File: src/rtl/mem_pkg.sv
// Shared types for the MEM pipeline stage: load/store encodings and FSM states.
// Latency: n/a (types and helpers only).
// Backpressure: n/a.
package mem_pkg;

  typedef enum logic [2:0] {
    LD_NONE = 3'b000,
    LB      = 3'b001,
    LH      = 3'b010,
    LW      = 3'b011,
    LBU     = 3'b100,
    LHU     = 3'b101
  } load_type_e;

  // 2'b11 is decoded as a word store.
  typedef enum logic [1:0] {
    SZ_BYTE  = 2'b00,
    SZ_HALF  = 2'b01,
    SZ_WORD  = 2'b10,
    SZ_WORD2 = 2'b11
  } store_size_e;

  typedef enum logic [1:0] {
    IDLE = 2'b00,
    WAIT = 2'b01,
    ERR  = 2'b10
  } state_e;

  // Encodings 110/111 are not loads.
  function automatic logic is_load(input logic [2:0] t);
    return (t >= 3'b001) && (t <= 3'b101);
  endfunction

endpackage

File: src/rtl/mem_load_align.sv
// Load aligner: picks the addressed byte/half out of a read word and extends it.
// Latency: combinational. Backpressure: none.
// Ports: rdata (read word), addr_lo (byte offset), ld_type (load encoding), ld_data (result).
module mem_load_align
  import mem_pkg::*;
(
  input  logic [31:0] rdata,
  input  logic [1:0]  addr_lo,
  input  logic [2:0]  ld_type,
  output logic [31:0] ld_data
);

  logic [7:0]  byte_sel;
  logic [15:0] half_sel;

  always_comb begin
    byte_sel = rdata[7:0];
    case (addr_lo)
      2'd1:    byte_sel = rdata[15:8];
      2'd2:    byte_sel = rdata[23:16];
      2'd3:    byte_sel = rdata[31:24];
      default: byte_sel = rdata[7:0];
    endcase
    half_sel = addr_lo[1] ? rdata[31:16] : rdata[15:0];

    ld_data = rdata;
    case (load_type_e'(ld_type))
      LB:      ld_data = {{24{byte_sel[7]}}, byte_sel};
      LH:      ld_data = {{16{half_sel[15]}}, half_sel};
      LBU:     ld_data = {24'h0, byte_sel};
      LHU:     ld_data = {16'h0, half_sel};
      default: ld_data = rdata; // LW, and don't-care for non-loads
    endcase
  end

endmodule

File: src/rtl/mem_stage.sv
// MEM stage: drives the data-memory port, aligns loads, registers MEM/WB; watchdog on waits.
// Latency: 1 cycle to WB when dm_ready is high in the access cycle; +1 per wait cycle.
// Backpressure: mem_stall = pending & ~dm_ready holds upstream; stalled cycles push a WB bubble.
// Ports: EX/MEM inputs (*_mem), data-memory port (dm_*), mem_stall, fw_from_mem,
// MEM/WB outputs (*_wb), sticky bus_err; misalign_err exists only with MEM_MISALIGN_CHK_EN.
module mem_stage
  import mem_pkg::*;
#(
  parameter int unsigned TIMEOUT_CYCLES = 255
) (
  input  logic        clk,
  input  logic        rst,
  input  logic [31:0] alu_out_mem,
  input  logic [31:0] store_data_mem,
  input  logic [1:0]  store_size_mem,
  input  logic [2:0]  is_load_mem,
  input  logic        is_store_mem,
  input  logic [4:0]  rd_addr_mem,
  input  logic        wb_en_mem,
  output logic        dm_req,
  output logic [3:0]  dm_we,
  output logic [31:0] dm_addr,
  output logic [31:0] dm_wdata,
  input  logic [31:0] dm_rdata,
  input  logic        dm_ready,
  output logic        mem_stall,
  output logic [31:0] fw_from_mem,
  output logic [4:0]  rd_addr_wb,
  output logic        wb_en_wb,
  output logic [31:0] wb_data_wb,
  output logic        bus_err
`ifdef MEM_MISALIGN_CHK_EN
  ,
  output logic        misalign_err
`endif
);

  localparam logic [7:0] TO_LIM = 8'(TIMEOUT_CYCLES);

  state_e      state;
  logic [7:0]  wait_cnt;
  logic        ld, mem_op, mis, pending, wb_kill;
  logic [3:0]  we_lanes;
  logic [31:0] wdata_lanes, ld_data, wb_data_next;

  assign ld     = is_load(is_load_mem);
  assign mem_op = ld | is_store_mem;

`ifdef MEM_MISALIGN_CHK_EN
  logic half_acc, word_acc;
  always_comb begin
    half_acc = 1'b0;
    word_acc = 1'b0;
    if (ld) begin
      half_acc = (is_load_mem == LH) || (is_load_mem == LHU);
      word_acc = (is_load_mem == LW);
    end else if (is_store_mem) begin
      half_acc = (store_size_mem == SZ_HALF);
      word_acc = store_size_mem[1];
    end
    mis = mem_op & ((half_acc & alu_out_mem[0]) | (word_acc & (|alu_out_mem[1:0])));
  end

  always_ff @(posedge clk) begin
    if (!rst) misalign_err <= 1'b0;
    else if (mis) misalign_err <= 1'b1;
  end
`else
  assign mis = 1'b0;
`endif

  // A misaligned access never reaches memory, so it never waits.
  assign pending   = mem_op & (state != ERR) & ~mis;
  assign mem_stall = pending & ~dm_ready;
  assign wb_kill   = mem_op & ((state == ERR) | mis);

  always_comb begin
    we_lanes    = 4'b1111;
    wdata_lanes = store_data_mem;
    case (store_size_mem)
      2'b00: begin
        we_lanes    = 4'b0001 << alu_out_mem[1:0];
        wdata_lanes = {4{store_data_mem[7:0]}};
      end
      2'b01: begin
        we_lanes    = 4'b0011 << {alu_out_mem[1], 1'b0};
        wdata_lanes = {2{store_data_mem[15:0]}};
      end
      default: ;
    endcase
  end

  assign dm_req      = pending;
  // A load flag wins over a simultaneous store flag.
  assign dm_we       = (pending && is_store_mem && !ld) ? we_lanes : 4'b0000;
  assign dm_wdata    = wdata_lanes;
  assign dm_addr     = {alu_out_mem[31:2], 2'b00};
  assign fw_from_mem = alu_out_mem;

  mem_load_align u_align (
    .rdata   (dm_rdata),
    .addr_lo (alu_out_mem[1:0]),
    .ld_type (is_load_mem),
    .ld_data (ld_data)
  );

  assign wb_data_next = ld ? ld_data : alu_out_mem;

  always_ff @(posedge clk) begin
    if (!rst) begin
      state      <= IDLE;
      wait_cnt   <= 8'd0;
      bus_err    <= 1'b0;
      rd_addr_wb <= 5'd0;
      wb_en_wb   <= 1'b0;
      wb_data_wb <= 32'd0;
    end else begin
      case (state)
        IDLE: begin
          if (pending && !dm_ready) begin
            state    <= WAIT;
            wait_cnt <= 8'd1;
          end
        end
        WAIT: begin
          // Leaving on !pending keeps the FSM sane if upstream ever drops the request.
          if (dm_ready || !pending) begin
            state    <= IDLE;
            wait_cnt <= 8'd0;
          end else if (wait_cnt == TO_LIM) begin
            state   <= ERR;
            bus_err <= 1'b1;
          end else begin
            wait_cnt <= wait_cnt + 8'd1;
          end
        end
        default: state <= ERR; // ERR holds until reset
      endcase

      if (mem_stall) begin
        wb_en_wb <= 1'b0; // bubble; rd/data hold
      end else begin
        rd_addr_wb <= rd_addr_mem;
        wb_en_wb   <= wb_en_mem & ~wb_kill;
        wb_data_wb <= wb_data_next;
      end
    end
  end

endmodule

File: config.mk
export PLATFORM = sky130hd
export DESIGN_NAME = mem_stage
export DESIGN_NICKNAME = d
export VERILOG_FILES = /design/src/rtl/mem_pkg.sv /design/src/rtl/mem_load_align.sv /design/src/rtl/mem_stage.sv
export SDC_FILE = /design/constraint.sdc
export NUM_CORES = 1
export LEC_CHECK = 0
export ABC_AREA = 0
export CORE_MARGIN = 1
export CORE_UTILIZATION = 30
export CTS_BUF_LIST = sky130_fd_sc_hd__clkbuf_16
export CTS_CLUSTER_DIAMETER = 40
export DETAILED_ROUTE_END_ITERATION = 16
export GPL_ROUTABILITY_DRIVEN = 0
export GPL_TIMING_DRIVEN = 0
export HOLD_SLACK_MARGIN = 0.02
export PLACE_DENSITY = 0.76
export SLEW_MARGIN = 20
export SYNTH_ARGS = -nofsm -noshare
export SYNTH_HDL_FRONTEND = slang
export SYNTH_SLANG_ARGS = --single-unit
File: constraint.sdc
create_clock -name clk -period 4.3 [get_ports clk]
set_input_delay 0.86 -clock clk [delete_from_list [all_inputs] [get_ports clk]]
set_output_delay 0.86 -clock clk [all_outputs]
set_load 0.1 [all_outputs]
# Yosys cells after proc, flatten, opt, wreduce, memory -nomap -nowiden
# Index checks and enable logic that the tools add are counted.
# word_totals
register_bits	49
input_bits	111
out_inout_bits	141
wordCells	65
# classes
add_sub_neg	1
n_lt_le_gt_ge	2
n_eq_ne	15
n_shift	2
muxes	15
n_bitwise	9
n_reduce_logical	15
# op_table
cell	count
case mux 32 bit (4 select lines)	1
case mux 32 bit (2 select lines)	1
2-to-1 mux 32 bit	1
2-to-1 mux 8 bit	3
case mux 8 bit (3 select lines)	1
2-to-1 mux 16 bit	1
case mux 8 bit (2 select lines)	1
adder 8 x 1 -> 8 bit, second input constant	1
equality test 8 bit, second input constant	1
case mux 4 bit (2 select lines)	1
equality test 2 x 1 -> 1 bit, second input constant	3
equality test 2 bit, second input constant	3
equality test 3 bit, second input constant	2
2-to-1 mux 2 bit	3
inequality test 3 bit, second input constant	2
AND reduction 3 bit	2
AND 1 bit	4
logical AND 1 bit	4
logical NOT 2 bit	2
2-to-1 mux 4 bit	1
inequality test 2 bit, second input constant	2
inverter 1 bit	4
case mux 2 bit (2 select lines)	1
<< shifter 1 x 2 -> 4 bit, first input constant	1
other kinds (11)	13

# Logic depth before layout (Yosys ltp)
# Gate-level depths: netlist of run 1.
# logic_depth
ltp_word	8
mapped_depth	9

# Hierarchy
# From an unflattened synthesis of run 1, not the netlist that was laid out.
# unflattened
hier_cells	528
hier_area_um2	4479.3
# by_module_without_submodules
module	n_inst	cells_each	area_each_um2
mem_stage	1	371	3265.6
mem_load_align	1	157	1213.7

# Least setup slack after synthesis of run 1
# OpenSTA, ideal clock, no wires.
# synth_path
kind	input -> output
from	in is_load_mem[2]
to	out dm_we[3]
arrival_time_ns	3.929
required_ns	3.440
setup_slack_ns	-0.489
cell_stages	6
path_cell_list	buf_6 or3_1 nand2_1 buf_2 nand3_1 nor3_1
# synth_between
elab_chain_len	7
# synth_lines
element	line_no	rtl
start: declaration	mem_stage.sv:16	input logic [2:0] is_load_mem,
greater-or-equal comparator 3 x 1 -> 1 bit / <= comparator 3 bit (equally long branches)	mem_pkg.sv:31	return (t >= 3'b001) && (t <= 3'b101);
logical AND 1 bit (*)	mem_pkg.sv:31	
OR 1 bit	mem_stage.sv:47	assign mem_op = ld | is_store_mem;
AND 1 bit	mem_stage.sv:73	assign pending = mem_op & (state != ERR) & ~mis;
logical AND 1 bit	mem_stage.sv:95	assign dm_we = (pending && is_store_mem && !ld) ? we_lanes : 4'b0000;
logical AND 1 bit (*)	mem_stage.sv:95	
2-to-1 mux 4 bit (*)	mem_stage.sv:95	
end: declaration	mem_stage.sv:21	output logic [3:0] dm_we,
# Every way passes the cells marked *; elsewhere a longest branch is shown, timed or not.

# Worst setup path in the final report of run 1
# layout_path
from	in is_load_mem[0]
to	out dm_we[2]
# The elaborated chain is that of the path after synthesis.

==> results of run 1 <==
## per-stage QoR
step | setup TNS (ns) | cell area, um^2 | hold WS [ns]
2_1_floorplan | 0 | 4141 | 0.4539
5_1_grt | 0 | 6980 | 0.4806
6_report | 0 | 6980 | 0.4511
3_5_place_dp | -3.911 | 6829 | 0.4509
3_3_place_gp | -3.715 | 6814 | 0.4403
4_1_cts | 0 | 7014 | 0.4607
## state kept, by name, indices dropped and copies added (netlist names)
| name | flops |
|---|---|
| state | 2 |
| rd_addr_wb | 5 |
| bus_err | 1 |
| wb_data_wb | 32 |
| wb_en_wb | 1 |
| wait_cnt | 8 |
## power by group
| group | internal, uW | leakage (uW) | switching, uW |
|---|---|---|---|
| clock | 336 | 0.0000944 | 185 |
| sequential | 491 | 0.000405 | 19.3 |
| combinational | 381 | 0.00220 | 940 |
| total | 1210 | 0.00270 | 1140 |
## per-layer routing
metal	track usage [%]	wire (um)
met4	5.938	219
met3	5.651	1219
met5	0	0
met1	25.79	6452
met2	38.55	7904
## layout by cell type (no fill, tap or decap), types with 11 or more instances in the layout
cell type / count
clkdlybuf4s50_1: 228
buf_4: 73
nand2b_1: 12
buf_2: 11
nor3_1: 17
a21oi_1: 24
mux2_2: 24
nand2_1: 60
nor2_1: 49
clkbuf_1: 16
o21ai_0: 37
dfxtp_1: 49
## final cells by class
class	instances	area, um^2	area share, %
Multi-Input combinational cell	355	2389	34.22
Timing Repair Buffer	246	2422	34.70
Inverter	10	37.54	0.5377
Clock inverter	3	68.82	0.9858
Clock buffer	5	125.1	1.792
Sequential cell	49	980.9	14.05
Buffer	107	737.0	10.56
Tap cell	176	220.2	3.155
## logic make-up after synthesis
family          count (synthesis)  share of synthesized area [%]
buf+inv                       117                          18.74
xor+xnor                        6                          1.272
other cells                     1                        0.09074
fa+ha+maj                       1                         0.3027
simple gates                  176                          19.86
compound gates                136                          26.73
mux                            34                          9.264
flops                          49                          23.74
## path summary, 6_finish.rpt
| check | start | to | slack [ns] | cells past startpoint |
|---|---|---|---|---|
| setup / recovery | is_load_mem[0] | dm_we[2] | 0.11 | 7 |
| hold / removal | rd_addr_wb[2] | rd_addr_wb[2] | 0.45 | 2 |
| setup reg to reg | state[1] | wb_data_wb[12] | 2.32 | 8 |
| hold reg to reg | rd_addr_wb[2] | rd_addr_wb[2] | 0.45 | 2 |
## worst max-delay path, cell delays in order
cell	delay, ns
clkdlybuf4s50_1	0.57
or3_1	0.41
nand2_1	0.23
buf_2	0.31
nand3_1	0.22
nor2_1	0.16
clkdlybuf4s15_2	0.57
## timing repair
item,CTS,global route
hold buffers,0,0
setup endpoints to repair,17,16
resized for setup,27,21
==> impl_metrics.json, run 1 <==
{
  "status": "finished, final reports clean",
  "initial_utilization_pct": 30.96,
  "synth_most_common_cell": "buf_4",
  "place_inst": 943,
  "fmax_mhz": 238.7,
  "synth_area_leaders": "dfxtp_1, buf_4, a2111oi_4",
  "insertion_delay_ns": 0.30,
  "drc_errors": 0,
  "cts_root_buf": "clkbuf_16",
  "worst_slack_ns": 0.1101,
  "num_rows": 42,
  "synth.yosys.seq_area_share_pct": 23.74,
  "antenna_left": 0,
  "cts_htree_levels": 2,
  "wire_per_inst_um": 16.61,
  "hp-class": "register to register",
  "wirelength_mm": 15.80,
  "start_kind": "input port",
  "place_ws_ns": -0.5233,
  "slew_viol_final": 0,
  "synthCells": 520,
  "synth_top_area_cell": "dfxtp_1",
  "worstPathArrival_ns": 3.33,
  "fin_skew_ns": 0.01237,
  "coreArea_um2": 13350,
  "power.density_nw_per_um2": 336.9,
  "drv_cap": 0,
  "viasPerCell": 4.947,
  "first_iter_violations": 336,
  "cts_tree": "built",
  "area_delta_synth_final_pct": 68.91,
  "netlist_area_um2": 4133,
  "tightest_slew_ns": 1.014,
  "synth_flop_cell": "dfxtp_1",
  "worst-path-max-fanout": 10,
  "netlist_top_cells_count": "buf_4, nand2_1, nor2_1",
  "dieArea_um2": 14250,
  "endpoint_kind": "output port",
  "firstDrtPassIters": 5,
  "synth_edf_count": 0,
  "leakage_uw": 0.002698,
  "p_total_uw": 2352,
  "synth_seq_cells": 49,
  "cts_max_path_buffers": 2,
  "period_minus_slack_ns": 4.190,
  "numCtsBuffers": 5,
  "vias": 4705,
  "rsz0062_at_grt": "false",
  "syn_area_per_cell_um2": 7.948,
  "setup_violations": 0,
  "drive_gt1_share_pct": 20.00,
  "die_h_um": 119.4,
  "fillCellCount": 1304,
  "crit_type": "input port to output port",
  "nets": 886,
  "postCtsSetupBuffers": 0,
  "worst_ep_required_time_ns": 3.44,
  "port_buffers": 245,
  "netlist.area_leader.share_pct": 23.74,
  "fin_crit_sh_pct": 97.44,
  "grt_pass1_vias": 4524,
  "clkTransAtPathRegs_ns": 0.06,
  "async_flop_share_pct": 0,
  "n_antenna_cell": 0,
  "num_io_pins": 252,
  "cts.sinks": 49,
  "grtUsageTotal_pct": 21.78,
  "hold_violations": 0,
  "vdd_ir_drop_max_v": 0.0002007,
  "gr-total-overflow": 0,
  "relSlewSlack_pct": 32.18,
  "grt_pass1_wl_mm": 24.39,
  "hpwl_mm": 12.56,
  "fin_cells": 951,
  "grt_max_degree": 17,
  "die_x_um": 119.4,
  "antenna_found_initial": 0,
  "ys_warn_count": 0,
  "synth_cell_types": 56,
  "final_util_pct": 52.30
}
(Power assumes the default switching activity.)
==> inputs of run 2 (changes only) <==
- GPL_ROUTABILITY_DRIVEN: 0 -> unset
==> results of run 2 <==
Same layout as run 1: the final DEF is identical, and so are final timing and power.
==> inputs of run 3 (changes only) <==
- ABC_AREA: 0 -> unset
- RECOVER_POWER: unset -> 25
- SKIP_LAST_GASP: unset -> 1
==> impl_metrics.json, run 3 (synthesized netlist as in run 1, its figures left out) <==
{
  "largest_register_ffs": 32,
  "crit_slowest_cell": "clkdlybuf4s15_2",
  "firstDrtPassIters": 5,
  "port_buffers": 245,
  "grt_use_met2_pct": 38.55,
  "cts_max_path_buffers": 2,
  "holdBufCountCts": 0,
  "top_regs": "wb_data_wb (32), wait_cnt (8), rd_addr_wb (5)",
  "period_minus_slack_ns": 4.168,
  "coreArea_um2": 13350,
  "layout_commonest_cell": "clkdlybuf4s50_1",
  "crit_chain": "clkdlybuf4s50_1 -> or3_1 -> nand2_1 -> buf_2 -> nand3_1 -> nor2_1 -> clkdlybuf4s15_2",
  "dieArea_um2": 14250,
  "cts_root_buf": "clkbuf_16",
  "crit_type": "input port to output port",
  "wire_per_inst_um": 16.63,
  "fin_cells": 951,
  "antenna_left": 0,
  "use_met3_pct": 5.651,
  "regMostFlops": "wb_data_wb",
  "cts_tree": "built",
  "path_buf_inv": 3,
  "n_antenna_cell": 0,
  "place_inst": 943,
  "vias": 4697,
  "cts.sinks": 49,
  "post_dp_cell_area_um2": 6829,
  "power.density_nw_per_um2": 335.4,
  "start_kind": "input port",
  "gp_congestion": 0.9101,
  "final_cell_mix": "clkdlybuf4s50_1, buf_4, nand2_1",
  "endpoint_kind": "output port",
  "die_h_um": 119.4,
  "hp-class": "register to register",
  "drive_gt1_share_pct": 20.00,
  "worstPathArrival_ns": 3.31,
  "setup_violations": 0,
  "hpwl_mm": 12.56,
  "cts_htree_levels": 2,
  "final.setup.tns_ns": 0,
  "grt_pass1_wl_mm": 24.39,
  "top_usage_layer": "met2",
  "num_io_pins": 252,
  "die_x_um": 119.4,
  "hold_violations": 0,
  "vdd_ir_drop_max_v": 0.0001990,
  "use_met1_pct": 25.79,
  "critPathMaxStageDelay_ns": 0.57,
  "grt_pass1_vias": 4524,
  "initial_utilization_pct": 30.96,
  "grtUsageTotal_pct": 21.78,
  "fin_crit_sh_pct": 96.94,
  "p_total_uw": 2341,
  "tightest_slew_ns": 1.023,
  "numCtsBuffers": 5,
  "area_delta_synth_final_pct": 68.91,
  "gr-total-overflow": 0,
  "grt_max_degree": 17,
  "clkTransAtPathRegs_ns": 0.06,
  "relSlewSlack_pct": 31.60,
  "crit_family": "buffers and inverters",
  "leakage_uw": 0.002774,
  "rsz0062_at_grt": "false",
  "antenna_found_initial": 0,
  "worst-path-max-fanout": 10,
  "insertion_delay_ns": 0.30,
  "worst_ep_required_time_ns": 3.44,
  "wirelength_mm": 15.82,
  "slew_viol_final": 0,
  "fin_skew_ns": 0.01200,
  "postCtsSetupBuffers": 0,
  "drc_errors": 0,
  "nets": 886,
  "drv_cap": 0,
  "viasPerCell": 4.939,
  "final_area_um2": 6980,
  "fmax_mhz": 239.9,
  "first_iter_violations": 323,
  "num_rows": 42,
  "fillCellCount": 1304,
  "status": "finished, final reports clean"
}
## run 3: cell types whose count changed in the layout (fill, tap and decap cells not counted), sizes merged
cell and change:
dlygate4sd3 +34, clkbuf +1, clkdlybuf4s50 -34, buf -1
## run 3: report_power, final
group / switching (uW) / leakage, uW / internal, uW
logic: 941 / 0.00228 / 370
clock network: 186 / 0.0000944 / 336
registers: 17.7 / 0.000405 / 491
total: 1140 / 0.00277 / 1200
## run 3: stage by stage
step	util [%]	hold slack, ns	setup slack, ns
after floorplan	-	0.4539	0.3017
after global placement	51.05	0.4403	-0.4966
after detailed placement	51.16	0.4509	-0.5233
after CTS	52.54	0.4607	-0.2389
after global routing	52.30	0.4777	0.001402
final	52.30	0.4493	0.1315
## run 3: area by class of cell
type,count,area [um^2],area share [%]
Buffer,107,737.0,10.56
Clock buffer,5,125.1,1.792
Clock inverter,3,68.82,0.9858
Inverter,10,37.54,0.5377
Multi-Input combinational cell,355,2389,34.22
Sequential cell,49,980.9,14.05
Tap cell,176,220.2,3.155
Timing Repair Buffer,246,2422,34.70
## run 3: worst paths after layout
path | startpoint | end | slack, ns | depth (start not counted)
hold / removal | rd_addr_wb[2] | rd_addr_wb[2] | 0.45 | 2
setup reg to reg | state[1] | wb_data_wb[12] | 2.32 | 8
setup / recovery | is_load_mem[0] | dm_we[2] | 0.13 | 7
hold reg to reg | rd_addr_wb[2] | rd_addr_wb[2] | 0.45 | 2
## run 3: tightest hold or removal path, cell delays in order (launching register included)
cell and delay, ns:
dfxtp_1 0.31, nand2_1 0.05, a21oi_1 0.05
## run 3: what timing repair did
action | in CTS | in global routing
hold endpoints to repair | 0 | 0
gates resized for setup | 26 | 20
setup endpoints to repair | 17 | 16
## run 3: routing by layer
layer | wire, um | vias up
li1 | - | 2285
met1 | 6423 | 2198
met2 | 7899 | 197
met3 | 1269 | 17
met4 | 226 | 0
met5 | 0 | -
